===== src/rtl/adder_pkg.sv =====
// Shared definitions for the digit-serial adder: FSM encoding and counter sizing.
package adder_pkg;

  localparam int unsigned ST_W = 2;

  localparam logic [1:0] ST_IDLE = 2'd0;
  localparam logic [1:0] ST_RUN  = 2'd1;
  localparam logic [1:0] ST_DONE = 2'd2;

  // Digit counter width: enough bits to hold N-1, never narrower than one bit.
  function automatic int unsigned cnt_width(input int unsigned n);
    int unsigned w;
    w = 1;
    if (n > 1) w = $clog2(n);
    return w;
  endfunction

endpackage


===== src/rtl/adder_slice.sv =====
// Combinational W-bit ripple slice: {cout, sum} = a + b + cin.
module adder_slice #(
  parameter int unsigned W = 4
) (
  input  logic [W-1:0] a,
  input  logic [W-1:0] b,
  input  logic         cin,
  output logic [W-1:0] sum,
  output logic         cout
);

  // Plain sum of one digit plus the incoming carry.
  always_comb begin
    {cout, sum} = {1'b0, a} + {1'b0, b} + (W+1)'(cin);
  end

endmodule


===== src/rtl/serial_adder.sv =====
// Digit-serial adder: adds WIDTH-bit operands DIGIT bits per clock, LSB digit first.
// Optional feature macro: SERIAL_ADDER_OVERFLOW_EN adds the overflow_out port
// (two's-complement overflow, registered alongside sum_out).
module serial_adder
  import adder_pkg::*;
#(
  parameter int unsigned WIDTH = 16,
  parameter int unsigned DIGIT = 4
) (
  input  logic             clk_in,
  input  logic             rst_n_in,
  input  logic             start_in,
  input  logic [WIDTH-1:0] a_in,
  input  logic [WIDTH-1:0] b_in,
  input  logic             c_in,
  output logic [WIDTH-1:0] sum_out,
  output logic             carry_out,
  output logic             busy_out,
  output logic             done_out
`ifdef SERIAL_ADDER_OVERFLOW_EN
  ,
  output logic             overflow_out
`else
  // overflow tracking not built in this configuration
`endif
);

  localparam int unsigned N     = WIDTH / DIGIT;
  localparam int unsigned CNT_W = cnt_width(N);

  // Refuse to build when the operand does not split into whole digits.
  if ((DIGIT == 0) || ((WIDTH % DIGIT) != 0)) begin : g_bad_cfg
    $error("serial_adder: WIDTH must be a non-zero multiple of DIGIT");
  end

  logic [ST_W-1:0]  state_r, state_nxt;
  logic [CNT_W-1:0] cnt_r, cnt_nxt;
  logic             carry_r, carry_nxt;
  logic [WIDTH-1:0] a_r, a_nxt;
  logic [WIDTH-1:0] b_r, b_nxt;
  logic [WIDTH-1:0] acc_r, acc_nxt;
  logic [WIDTH-1:0] sum_nxt;
  logic             cout_nxt;
  logic             busy_nxt;
  logic             done_nxt;

  logic [DIGIT-1:0]       slice_sum;
  logic                   slice_cout;
  logic [WIDTH+DIGIT-1:0] acc_wide;
  logic [WIDTH-1:0]       acc_shift;
  logic                   last_digit;

`ifdef SERIAL_ADDER_OVERFLOW_EN
  logic ovf_nxt;
  logic msb_cin;
`else
  // no overflow state
`endif

  // One digit of the addition; operands are shifted so the active digit is always at bit 0.
  adder_slice #(.W(DIGIT)) u_slice (
    .a    (a_r[DIGIT-1:0]),
    .b    (b_r[DIGIT-1:0]),
    .cin  (carry_r),
    .sum  (slice_sum),
    .cout (slice_cout)
  );

  // New digit enters at the top of the accumulator; after N digits it lines up with bit 0.
  always_comb begin
    acc_wide   = {slice_sum, acc_r};
    acc_shift  = acc_wide[WIDTH+DIGIT-1:DIGIT];
    last_digit = (cnt_r == CNT_W'(N - 1));
  end

  // State register and all registered outputs.
  always_ff @(posedge clk_in or negedge rst_n_in) begin
    if (!rst_n_in) begin
      state_r   <= ST_IDLE;
      cnt_r     <= '0;
      carry_r   <= 1'b0;
      a_r       <= '0;
      b_r       <= '0;
      acc_r     <= '0;
      sum_out   <= '0;
      carry_out <= 1'b0;
      busy_out  <= 1'b0;
      done_out  <= 1'b0;
`ifdef SERIAL_ADDER_OVERFLOW_EN
      overflow_out <= 1'b0;
`endif
    end else begin
      state_r   <= state_nxt;
      cnt_r     <= cnt_nxt;
      carry_r   <= carry_nxt;
      a_r       <= a_nxt;
      b_r       <= b_nxt;
      acc_r     <= acc_nxt;
      sum_out   <= sum_nxt;
      carry_out <= cout_nxt;
      busy_out  <= busy_nxt;
      done_out  <= done_nxt;
`ifdef SERIAL_ADDER_OVERFLOW_EN
      overflow_out <= ovf_nxt;
`endif
    end
  end

  // Next-state and next-output logic; results are only published on the final digit.
  always_comb begin
    state_nxt = state_r;
    cnt_nxt   = cnt_r;
    carry_nxt = carry_r;
    a_nxt     = a_r;
    b_nxt     = b_r;
    acc_nxt   = acc_r;
    sum_nxt   = sum_out;
    cout_nxt  = carry_out;
    busy_nxt  = 1'b0;
    done_nxt  = 1'b0;
`ifdef SERIAL_ADDER_OVERFLOW_EN
    msb_cin = a_r[DIGIT-1] ^ b_r[DIGIT-1] ^ slice_sum[DIGIT-1];
    ovf_nxt = overflow_out;
`endif

    case (state_r)
      ST_IDLE, ST_DONE: begin
        if (start_in) begin
          a_nxt     = a_in;
          b_nxt     = b_in;
          carry_nxt = c_in;
          cnt_nxt   = '0;
          acc_nxt   = '0;
          busy_nxt  = 1'b1;
          state_nxt = ST_RUN;
        end else begin
          state_nxt = ST_IDLE;
        end
      end

      ST_RUN: begin
        a_nxt     = a_r >> DIGIT;
        b_nxt     = b_r >> DIGIT;
        carry_nxt = slice_cout;
        acc_nxt   = acc_shift;
        if (last_digit) begin
          cnt_nxt   = '0;
          sum_nxt   = acc_shift;
          cout_nxt  = slice_cout;
          done_nxt  = 1'b1;
          state_nxt = ST_DONE;
`ifdef SERIAL_ADDER_OVERFLOW_EN
          ovf_nxt   = msb_cin ^ slice_cout;
`endif
        end else begin
          cnt_nxt  = cnt_r + CNT_W'(1);
          busy_nxt = 1'b1;
        end
      end

      default: begin
        state_nxt = ST_IDLE;
      end
    endcase
  end

endmodule


===== config.mk =====
export PLATFORM = sky130hd
export DESIGN_NAME = serial_adder
export DESIGN_NICKNAME = d
export VERILOG_FILES = /design/src/rtl/adder_pkg.sv /design/src/rtl/adder_slice.sv /design/src/rtl/serial_adder.sv
export SDC_FILE = /design/constraint.sdc
export NUM_CORES = 1
export LEC_CHECK = 0
export ABC_AREA = 1
export CORE_ASPECT_RATIO = 0.5
export CORE_UTILIZATION = 45
export DETAILED_ROUTE_END_ITERATION = 10
export PLACE_DENSITY = 0.77
export SLEW_MARGIN = 20
export SYNTH_ARGS = -nofsm -noshare
export SYNTH_HDL_FRONTEND = slang
export SYNTH_SLANG_ARGS = --single-unit

===== constraint.sdc =====
create_clock -name clk_in -period 1.5 [get_ports clk_in]
set_input_delay 0.3 -clock clk_in [delete_from_list [all_inputs] [get_ports clk_in]]
set_output_delay 0.3 -clock clk_in [all_outputs]
set_load 0.01 [all_outputs]

==> results of run 1 <==
logic make-up after synthesis:
family / synth area share, %
flip-flops: 59.29
XOR/XNOR: 0.3052
adder cells (fa/ha/maj): 3.139
AND/OR/NAND/NOR: 15.43
buffers and inverters: 8.065
AO/OA/AOI/OAI: 13.78
state kept, by name, indices dropped and copies added (netlist names), 2 cells and up:
name,flops
state_r,2
b_r,16
cnt_r,2
a_r,16
acc_r,12
sum_out,16
metal layers:
layer,vias to the layer above,wire length (µm),GRT usage [%]
met5,-,0,0
met4,0,85,8.163
met3,11,241,5.561
met2,55,2970,33.82
met1,1058,2736,23.88
li1,1077,-,-
area by class of cell:
class	count	area share (%)
flip-flops and latches	68	43.91
multi-input cells	175	25.09
repair buffers	69	17.53
clock buffers	14	7.330
inverters	32	3.164
well taps	88	2.841
clock inverters	1	0.1292
through the flow:
stage	total power [W]	area, µm²	setup TNS (ns)	instances	util (%)
final	0.009259	3875	-0.7585	447	63.46
after global routing	0.009845	3875	-1.059	447	63.46
after CTS	0.009189	3852	-0.5143	447	63.09
after detailed placement	0.007160	3557	-0.6675	430	58.26
after global placement	0.006996	3557	-0.3537	430	58.26
after floorplan	0.005793	2873	-0.2662	288	-
worst max-delay path by stage:
stage | endpoint | slack (ns) | depth (start not counted) | startpoint
floorplan | acc_r[14]$_DFFE_PN0P_ | -0.08 | 5 | carry_r$_DFFE_PN0P_
global placement | acc_r[14]$_DFFE_PN0P_ | -0.1 | 5 | carry_r$_DFFE_PN0P_
detailed placement | carry_r$_DFFE_PN0P_ | -0.15 | 6 | carry_r$_DFFE_PN0P_
CTS | acc_r[13]$_DFFE_PN0P_ | -0.11 | 4 | b_r[0]$_DFFE_PN0P_
global route | acc_r[13]$_DFFE_PN0P_ | -0.17 | 4 | b_r[0]$_DFFE_PN0P_
finish | acc_r[13]$_DFFE_PN0P_ | -0.14 | 4 | b_r[0]$_DFFE_PN0P_
layout by cell type, fill, tap and decap left out, drive strengths merged, types with 4 or more instances in the layout:
cell type      instances
ha                     4
o22ai                 34
dlygate4sd2           17
buf                   15
clkdlybuf4s50         36
o21ai                 24
nor2                  51
nand2                 50
dfrtp                 68
nand3                  7
clkbuf                14
inv                   31
where the power goes:
group          leakage [nW]  switching, W  total [W]  internal [W]
combinational         0.870       0.00231    0.00407       0.00177
sequential            0.845      0.000459    0.00317       0.00272
clock                 0.145      0.000724    0.00201       0.00129
total                  1.86       0.00349    0.00926       0.00577
repair_timing:
item                                   in CTS  in global routing
pin swaps                                   4                  2
setup buffers                               1                  0
resized for setup                          22                  4
setup endpoints to repair                  23                  8
endpoints found under the hold margin      11                  0
hold buffers                                1                  0
==> impl_metrics.py, run 1 <==
metrics = {
    "setup_path": {
        "worstPathArrival_ns": 1.89,
        "cp_slowest_stage_delay_ns": 0.56,
        "rr_startpoint": "b_r[0]$_DFFE_PN0P_",
        "worstReg2RegEnd": "acc_r[13]$_DFFE_PN0P_",
        "crit_buf_inv": 1,
        "crit_chain": "fa_2, fa_2, inv_2, o22ai_1",
        "critPathRequiredTime_ns": 1.75,
        "critPathSlowestCell": "fa_2",
        "crit_family": "adder cells",
        "critPathCaptureType": "flop",
        "regToRegSetupSlack_ns": -0.14,
        "cpMostUsedCell": "fa_2",
        "critPathLaunchType": "flop",
        "worst_r2r_path_depth": 4,
        "critPathKind": "flop to flop",
        "crit_path_max_fanout": 2,
    },
    "cts": {
        "clock_sinks": 68,
        "cts_tree": "built",
        "h-tree-depth": 3,
        "clk_latency_ns": 0.33,
        "cts_buffers": 9,
        "clk_pin_slew_ns": 0.06,
        "cts-root-buf": "clkbuf_16",
        "cts_buffer_depth": 2,
    },
    "cells_and_area": {
        "regArea_um2": 1702,
        "area_delta_synth_final_pct": 35.00,
        "drive_gt1_share_pct": 15.88,
        "multi_input_area_um2": 972.2,
        "fillCellCount": 503,
        "nNetsFinal": 397,
        "antenna_cells": 0,
    },
    "timing": {
        "report.final.slew_viol_count": 0,
        "worst_pin_slew_ns": 0.3033,
        "setup_slack_ns": -0.1384,
        "fin_crit_ns": 1.638,
        "grt_setup_unrepaired": "true",
        "setup_viol": 8,
        "period_share_pct": 109.2,
        "hold_viol": 0,
        "relSlewSlack_pct": 79.78,
        "fin_hold_ws_ns": 0.3821,
        "fin_skew_ns": 0.005850,
        "max_freq_mhz": 610.3,
    },
    "status": {
        "violations": "setup timing",
        "run_status": "finished, violations left",
    },
    "placement": {
        "place_ws_ns": -0.1482,
        "gp_congestion": 0.8496,
        "port_buffers": 54,
        "hpwl_um": 3961,
    },
    "detailed_routing": {
        "vias": 2201,
        "vias_per_cell": 4.924,
        "post_drt_wl_per_cell_um": 13.50,
        "routed_wl_um": 6033,
        "final_antenna_net_count": 0,
        "drtPass1Iterations": 4,
        "drc": 0,
        "first_iter_violations": 152,
    },
    "yosys": {
        "synthTopCellsByArea": "dfrtp_1 (59%), o22ai_1 (7.4%), nor2_1 (6.5%), nand2_1 (6.1%), o21ai_2 (4.3%)",
        "yosys_register_bits": 68,
        "seq_area_frac_synth_pct": 59.29,
        "synth_top_area_share_pct": 59.29,
        "yosysMostFrequentCell": "dfrtp_1",
        "synth_area_leader_cell": "dfrtp_1",
        "synth_edf_count": 0,
        "mappedNetlistArea_um2": 2870,
        "syn_avg_cell_area_um2": 9.966,
        "syn_nets": 330,
        "synthDistinctLibCells": 19,
        "synth_top_flop_cell": "dfrtp_1",
        "ys_warn_count": 0,
        "synth_common_cells": "dfrtp_1 (68), nor2_1 (50), nand2_1 (47)",
        "ys_async_sr_fraction_pct": 100.0,
        "postSynthCellCount": 288,
    },
    "die": {
        "die_h_um": 58.48,
        "rows": 20,
        "io_pins": 55,
        "initial_core_util_pct": 47.01,
        "die_x_um": 114.9,
        "design.die.area_um2": 6721,
        "core_area_um2": 6106,
    },
    "global_routing": {
        "overflow": 0,
        "grt_max_degree": 58,
        "grtUsageTotal_pct": 19.69,
        "grt_pass1_vias": 2156,
        "grt_pass1_wl_um": 9949,
        "antenna_found_initial": 0,
    },
    "power": {
        "leakage_nw": 1.860,
        "p_per_area_nw_per_um2": 2390,
        "ir_worst_vdd_mv": 0.9432,
    },
    "min_path": {
        "hold_path_class": "input pin to asynchronous set/reset pin",
    },
    "run": {
        "maxCapViolCount": 0,
    },
}
No activity file was read; power rests on OpenSTA's default activity.
==> run 2, diff against run 1 <==
- TNS_END_PERCENT: default -> 10
==> run 2 against run 1 <==
  * The flow still finishes with violations (setup timing)
  * Critical endpoint is now acc_r[14]$_DFFE_PN0P_
  * Highest routed layer unchanged
  * Worst hold slack gained 0.029 ns
  * Flip-flop and latch count is the same
  * Clock skew shrank 0.0021 ns
  * Worst setup slack lost 0.018 ns
==> impl_metrics.py, run 2 (synthesis results as in run 1) <==
metrics = {
    "die": {
        "rows": 20,
        "io_pins": 55,
        "die_x_um": 114.9,
        "initial_core_util_pct": 47.01,
        "core_area_um2": 6106,
        "design.die.area_um2": 6721,
        "die_h_um": 58.48,
    },
    "timing": {
        "worst_pin_slew_ns": 0.3681,
        "fin_crit_ns": 1.656,
        "setup_slack_ns": -0.1563,
        "fin_hold_ws_ns": 0.4116,
        "relSlewSlack_pct": 75.46,
        "fin_skew_ns": 0.003748,
        "max_freq_mhz": 603.8,
        "hold_viol": 0,
        "setup_viol": 8,
        "tns_ns": -0.7964,
        "period_share_pct": 110.4,
        "grt_setup_unrepaired": "true",
        "report.final.slew_viol_count": 0,
    },
    "global_routing": {
        "antenna_found_initial": 0,
        "grtUsageTotal_pct": 22.06,
        "grt_pass1_vias": 2422,
        "grt_max_degree": 45,
        "grt_pass1_wl_um": 11030,
        "overflow": 0,
    },
    "cts": {
        "cts_buffer_depth": 2,
        "clock_sinks": 68,
        "cts_tree": "built",
        "cts_buffers": 9,
        "cts-root-buf": "clkbuf_16",
        "h-tree-depth": 3,
        "clk_latency_ns": 0.33,
        "clk_pin_slew_ns": 0.06,
    },
    "cells_and_area": {
        "final_common_cell": "dfrtp_1",
        "largest_registers": "a_r (16), b_r (16), sum_out (16)",
        "fillCellCount": 491,
        "final_cell_mix": "dfrtp_1 (68), nor2_1 (50), nand2_1 (47), clkdlybuf4s50_1 (34), o22ai_1 (33)",
        "antenna_cells": 0,
        "nNetsFinal": 397,
        "layout.cells.non_filler": 448,
        "final_util_pct": 63.63,
        "drive_gt1_share_pct": 15.28,
        "area_delta_synth_final_pct": 35.35,
    },
    "detailed_routing": {
        "vias_per_cell": 5.129,
        "first_iter_violations": 143,
        "post_drt_wl_per_cell_um": 14.56,
        "vias": 2298,
        "drtPass1Iterations": 4,
        "routed_wl_um": 6524,
        "drc": 0,
        "final_antenna_net_count": 0,
    },
    "setup_path": {
        "critPathCaptureType": "flop",
        "regToRegSetupSlack_ns": -0.16,
        "critPathKind": "flop to flop",
        "critPathRequiredTime_ns": 1.75,
        "crit_path_max_fanout": 2,
        "worstPathArrival_ns": 1.90,
        "critPathLaunchType": "flop",
        "worstReg2RegEnd": "acc_r[14]$_DFFE_PN0P_",
        "rr_startpoint": "b_r[0]$_DFFE_PN0P_",
        "worst_r2r_path_depth": 5,
    },
    "status": {
        "violations": "setup timing",
        "run_status": "finished, violations left",
    },
    "placement": {
        "dp_cells": 429,
        "gp_congestion": 0.8268,
        "hpwl_um": 4159,
        "place_ws_ns": -0.1810,
        "port_buffers": 54,
    },
    "power": {
        "p_per_area_nw_per_um2": 2445,
        "ir_worst_vdd_mv": 0.8935,
        "leakage_nw": 1.883,
    },
    "run": {
        "maxCapViolCount": 0,
    },
    "min_path": {
        "hold_path_class": "input pin to asynchronous set/reset pin",
    },
}
==> run 2: cell count changes in the layout (fill, tap and decap cells not counted), moves of 2 or more <==
cell | previous run | this run
dlymetal6s2s_1 | 0 | 2
clkbuf_8 | 4 | 0
nand3_1 | 3 | 5
clkdlybuf4s50_1 | 36 | 34
bufinv_16 | 0 | 2
nand3_2 | 4 | 2
clkinvlp_4 | 0 | 2
==> run 2: repair_timing <==
action	CTS	global route
pin swaps	3	2
gates resized for setup	22	4
setup buffers	2	0
hold buffers	1	0
endpoints found under the setup margin	23	19
endpoints found under the hold margin	13	0
==> run 2: layout make-up <==
cell class | count | area (µm²) | share of cell area, %
Clock buffer | 10 | 229.0 | 5.894
Clock inverter | 6 | 88.84 | 2.287
Inverter | 32 | 125.1 | 3.221
Multi-Input combinational cell | 175 | 958.4 | 24.67
Sequential cell | 68 | 1702 | 43.80
Tap cell | 88 | 110.1 | 2.834
Timing Repair Buffer | 69 | 671.9 | 17.29
==> run 2: how the worst max path moves through the flow <==
stage | end | startpoint | depth (start not counted) | slack [ns]
CTS | acc_r[13]$_DFFE_PN0P_ | b_r[0]$_DFFE_PN0P_ | 4 | -0.11
global route | acc_r[14]$_DFFE_PN0P_ | b_r[0]$_DFFE_PN0P_ | 5 | -0.17
floorplan | acc_r[14]$_DFFE_PN0P_ | carry_r$_DFFE_PN0P_ | 5 | -0.08
finish | acc_r[14]$_DFFE_PN0P_ | b_r[0]$_DFFE_PN0P_ | 5 | -0.16
detailed placement | acc_r[14]$_DFFE_PN0P_ | carry_r$_DFFE_PN0P_ | 5 | -0.18
global placement | acc_r[14]$_DFFE_PN0P_ | carry_r$_DFFE_PN0P_ | 5 | -0.1
==> run 2: critical path: stages (launching register included) <==
cell and delay, ns:
dfrtp_1 0.40, fa_2 0.42, fa_2 0.37, xor2_1 0.19
nand2_1 0.09, o21ai_1 0.10
==> run 2: where the power goes <==
part           switching (W)  internal, W  total [W]  leakage (nW)
registers           0.000475      0.00271    0.00319         0.845
logic                0.00236      0.00172    0.00408         0.888
clock network       0.000778      0.00145    0.00223         0.149
==> run 2: layer usage <==
layer  vias to the layer above  routed length (µm)  global-route usage (%)
li1                       1078                   -                       -
met1                      1110                2637                   25.22
met2                        86                3274                   36.83
met3                        24                 400                   7.621
met4                         0                 213                   13.17
met5                         -                   0                       0
==> run 2: metrics by stage <==
step	cell area (µm²)	total power, W
after global placement	3537	0.006938
after floorplan	2873	0.005793
final	3885	0.009501
after global routing	3885	0.01013
after detailed placement	3537	0.007157
after CTS	3872	0.009489
==> run 3, diff against run 2 <==
- CORE_MARGIN: default -> 2
- HOLD_SLACK_MARGIN: default -> 0.1
==> run 3 against run 2 <==
  * The flow still finishes with violations (setup timing)
  * Combinational power fell by 3%
  * Register-to-register slack barely moved
  * Routed wire length fell by 9.7%
  * Critical path depth rose by 1
  * Clock skew barely moved
  * Flip-flop and latch count did not move
  * Worst hold slack improved by 0.062 ns
  * Maximum frequency rose by 0.79%
  * Core utilization fell by 0.78 points
  * Highest routed layer unchanged
==> impl_metrics.py, run 3 (synthesis results as in run 1) <==
metrics = {
    "status": {
        "run_status": "finished, violations left",
        "violations": "setup timing",
    },
    "setup_path": {
        "crit_path_max_fanout": 2,
        "rr_startpoint": "b_r[0]$_DFFE_PN0P_",
        "worstReg2RegEnd": "carry_r$_DFFE_PN0P_",
        "critPathLaunchType": "flop",
        "critPathCaptureType": "flop",
        "worstPathArrival_ns": 1.85,
        "worst_r2r_path_depth": 6,
        "critPathKind": "flop to flop",
        "crit_path_start": "b_r[0]$_DFFE_PN0P_",
        "regToRegSetupSlack_ns": -0.14,
        "critPathRequiredTime_ns": 1.71,
        "crit_end": "carry_r$_DFFE_PN0P_",
    },
    "detailed_routing": {
        "routed_wl_um": 5893,
        "drtPass1Iterations": 5,
        "final_antenna_net_count": 0,
        "first_iter_violations": 168,
        "vias_per_cell": 4.933,
        "vias": 2215,
        "drc": 0,
        "post_drt_wl_per_cell_um": 13.12,
    },
    "timing": {
        "grt_setup_unrepaired": "true",
        "fin_crit_ns": 1.643,
        "worst_pin_slew_ns": 0.3556,
        "max_freq_mhz": 608.5,
        "hold_viol": 0,
        "period_share_pct": 109.6,
        "setup_viol": 6,
        "report.final.slew_viol_count": 0,
        "relSlewSlack_pct": 76.29,
        "setup_slack_ns": -0.1433,
        "fin_skew_ns": 0.003638,
        "tns_ns": -0.6130,
    },
    "placement": {
        "gp_congestion": 0.7902,
        "hpwl_um": 4069,
        "port_buffers": 54,
        "placed_area_um2": 3572,
    },
    "power": {
        "seq_power_share_pct": 35.4,
        "internal-power_w": 0.005599,
        "p_per_area_nw_per_um2": 2339,
        "leakage_nw": 1.860,
        "netSwitchingFraction_pct": 37.64,
        "power_w": 0.008977,
        "p_switching_w": 0.003379,
        "ir_worst_vdd_mv": 0.7987,
        "p_clk_share_pct": 20.7,
        "combPwrFrac_pct": 43.9,
    },
    "die": {
        "core_area_um2": 6106,
        "io_pins": 55,
        "die_h_um": 60.48,
        "rows": 20,
        "design.die.area_um2": 7072,
        "initial_core_util_pct": 47.01,
        "die_x_um": 116.9,
    },
    "global_routing": {
        "overflow": 0,
        "grt_pass1_wl_um": 10070,
        "antenna_found_initial": 0,
        "grt_pass1_vias": 2231,
        "grt_max_degree": 69,
        "grtUsageTotal_pct": 19.14,
    },
    "cts": {
        "clock_sinks": 68,
        "cts_buffers": 9,
        "cts_buffer_depth": 2,
        "h-tree-depth": 3,
        "clk_latency_ns": 0.33,
        "cts-root-buf": "clkbuf_16",
        "cts_setup_buffers": 0,
        "clk_pin_slew_ns": 0.05,
        "cts_tree": "built",
    },
    "cells_and_area": {
        "drive_gt1_share_pct": 14.13,
        "area_delta_synth_final_pct": 33.70,
        "final_common_cell": "dfrtp_1",
        "largest_registers": "a_r (16), b_r (16), sum_out (16)",
        "design_area_um2": 3837,
        "antenna_cells": 0,
        "nNetsFinal": 398,
        "final_cell_mix": "dfrtp_1 (68), nor2_1 (50), nand2_1 (47), clkdlybuf4s50_1 (35), o22ai_1 (34)",
        "final_util_pct": 62.85,
    },
    "run": {
        "maxCapViolCount": 0,
    },
    "min_path": {
        "hold_path_depth": 2,
        "hold_path_class": "flop to flop",
    },
}
[run 3: power groups by stage]
stage | clock [W] | sequential (W) | combinational, W
floorplan | 0 | 0.00321 | 0.00259
global placement | 0 | 0.00316 | 0.00386
detailed placement | 0 | 0.00321 | 0.00400
CTS | 0.00190 | 0.00318 | 0.00390
global route | 0.00198 | 0.00328 | 0.00443
finish | 0.00186 | 0.00318 | 0.00394
[run 3: cell type report]
class / instances / area (µm²)
timing repair buffer: 70 / 689.4
fill: 512 / 2268
sequential: 68 / 1702
tap: 88 / 110.1
multi-input combinational: 175 / 949.7
clock inverter: 2 / 10.01
clock buffer: 14 / 254.0
inverter: 32 / 122.6
[run 3: through the flow]
step	hold WS (ns)	setup slack (ns)	cells
2_1_floorplan	0.004409	-0.07724	288
3_3_place_gp	0.3393	-0.09643	432
3_5_place_dp	0.3479	-0.1516	432
4_1_cts	0.4768	-0.1126	449
5_1_grt	0.4948	-0.2249	449
6_report	0.4738	-0.1433	449
[run 3: how the worst min path moves through the flow]
| stage | from | to | slack, ns |
|---|---|---|---|
| final | sum_out[15]$_DFFE_PN0P_ | sum_out[15]$_DFFE_PN0P_ | 0.47 |
| after global routing | sum_out[8]$_DFFE_PN0P_ | sum_out[8]$_DFFE_PN0P_ | 0.49 |
| after CTS | sum_out[15]$_DFFE_PN0P_ | sum_out[15]$_DFFE_PN0P_ | 0.48 |
| after detailed placement | rst_n_in | b_r[15]$_DFFE_PN0P_ | 0.35 |
| after global placement | rst_n_in | b_r[15]$_DFFE_PN0P_ | 0.34 |
| after floorplan | rst_n_in | a_r[0]$_DFFE_PN0P_ | 0.004 |
[run 3: routing by layer]
metal / track usage (%) / vias up / wire length [µm]
met5: 0 / - / 0
met3: 7.093 / 8 / 354
met1: 23.32 / 1055 / 2611
li1: - / 1081 / -
met2: 31.46 / 71 / 2849
met4: 8.403 / 0 / 78
[run 3: what timing repair did]
action,CTS,global route
hold endpoints to repair,68,0
resized for setup,19,3
pin swaps,3,0
hold buffers,1,0
endpoints found under the setup margin,23,8
[run 3: worst max-delay path, cell delays in order (launching register included)]
cell	delay [ns]
dfrtp_1	0.40
fa_2	0.41
fa_2	0.38
nand3_1	0.10
nand2_1	0.09
nand2_1	0.07
nand3_1	0.07
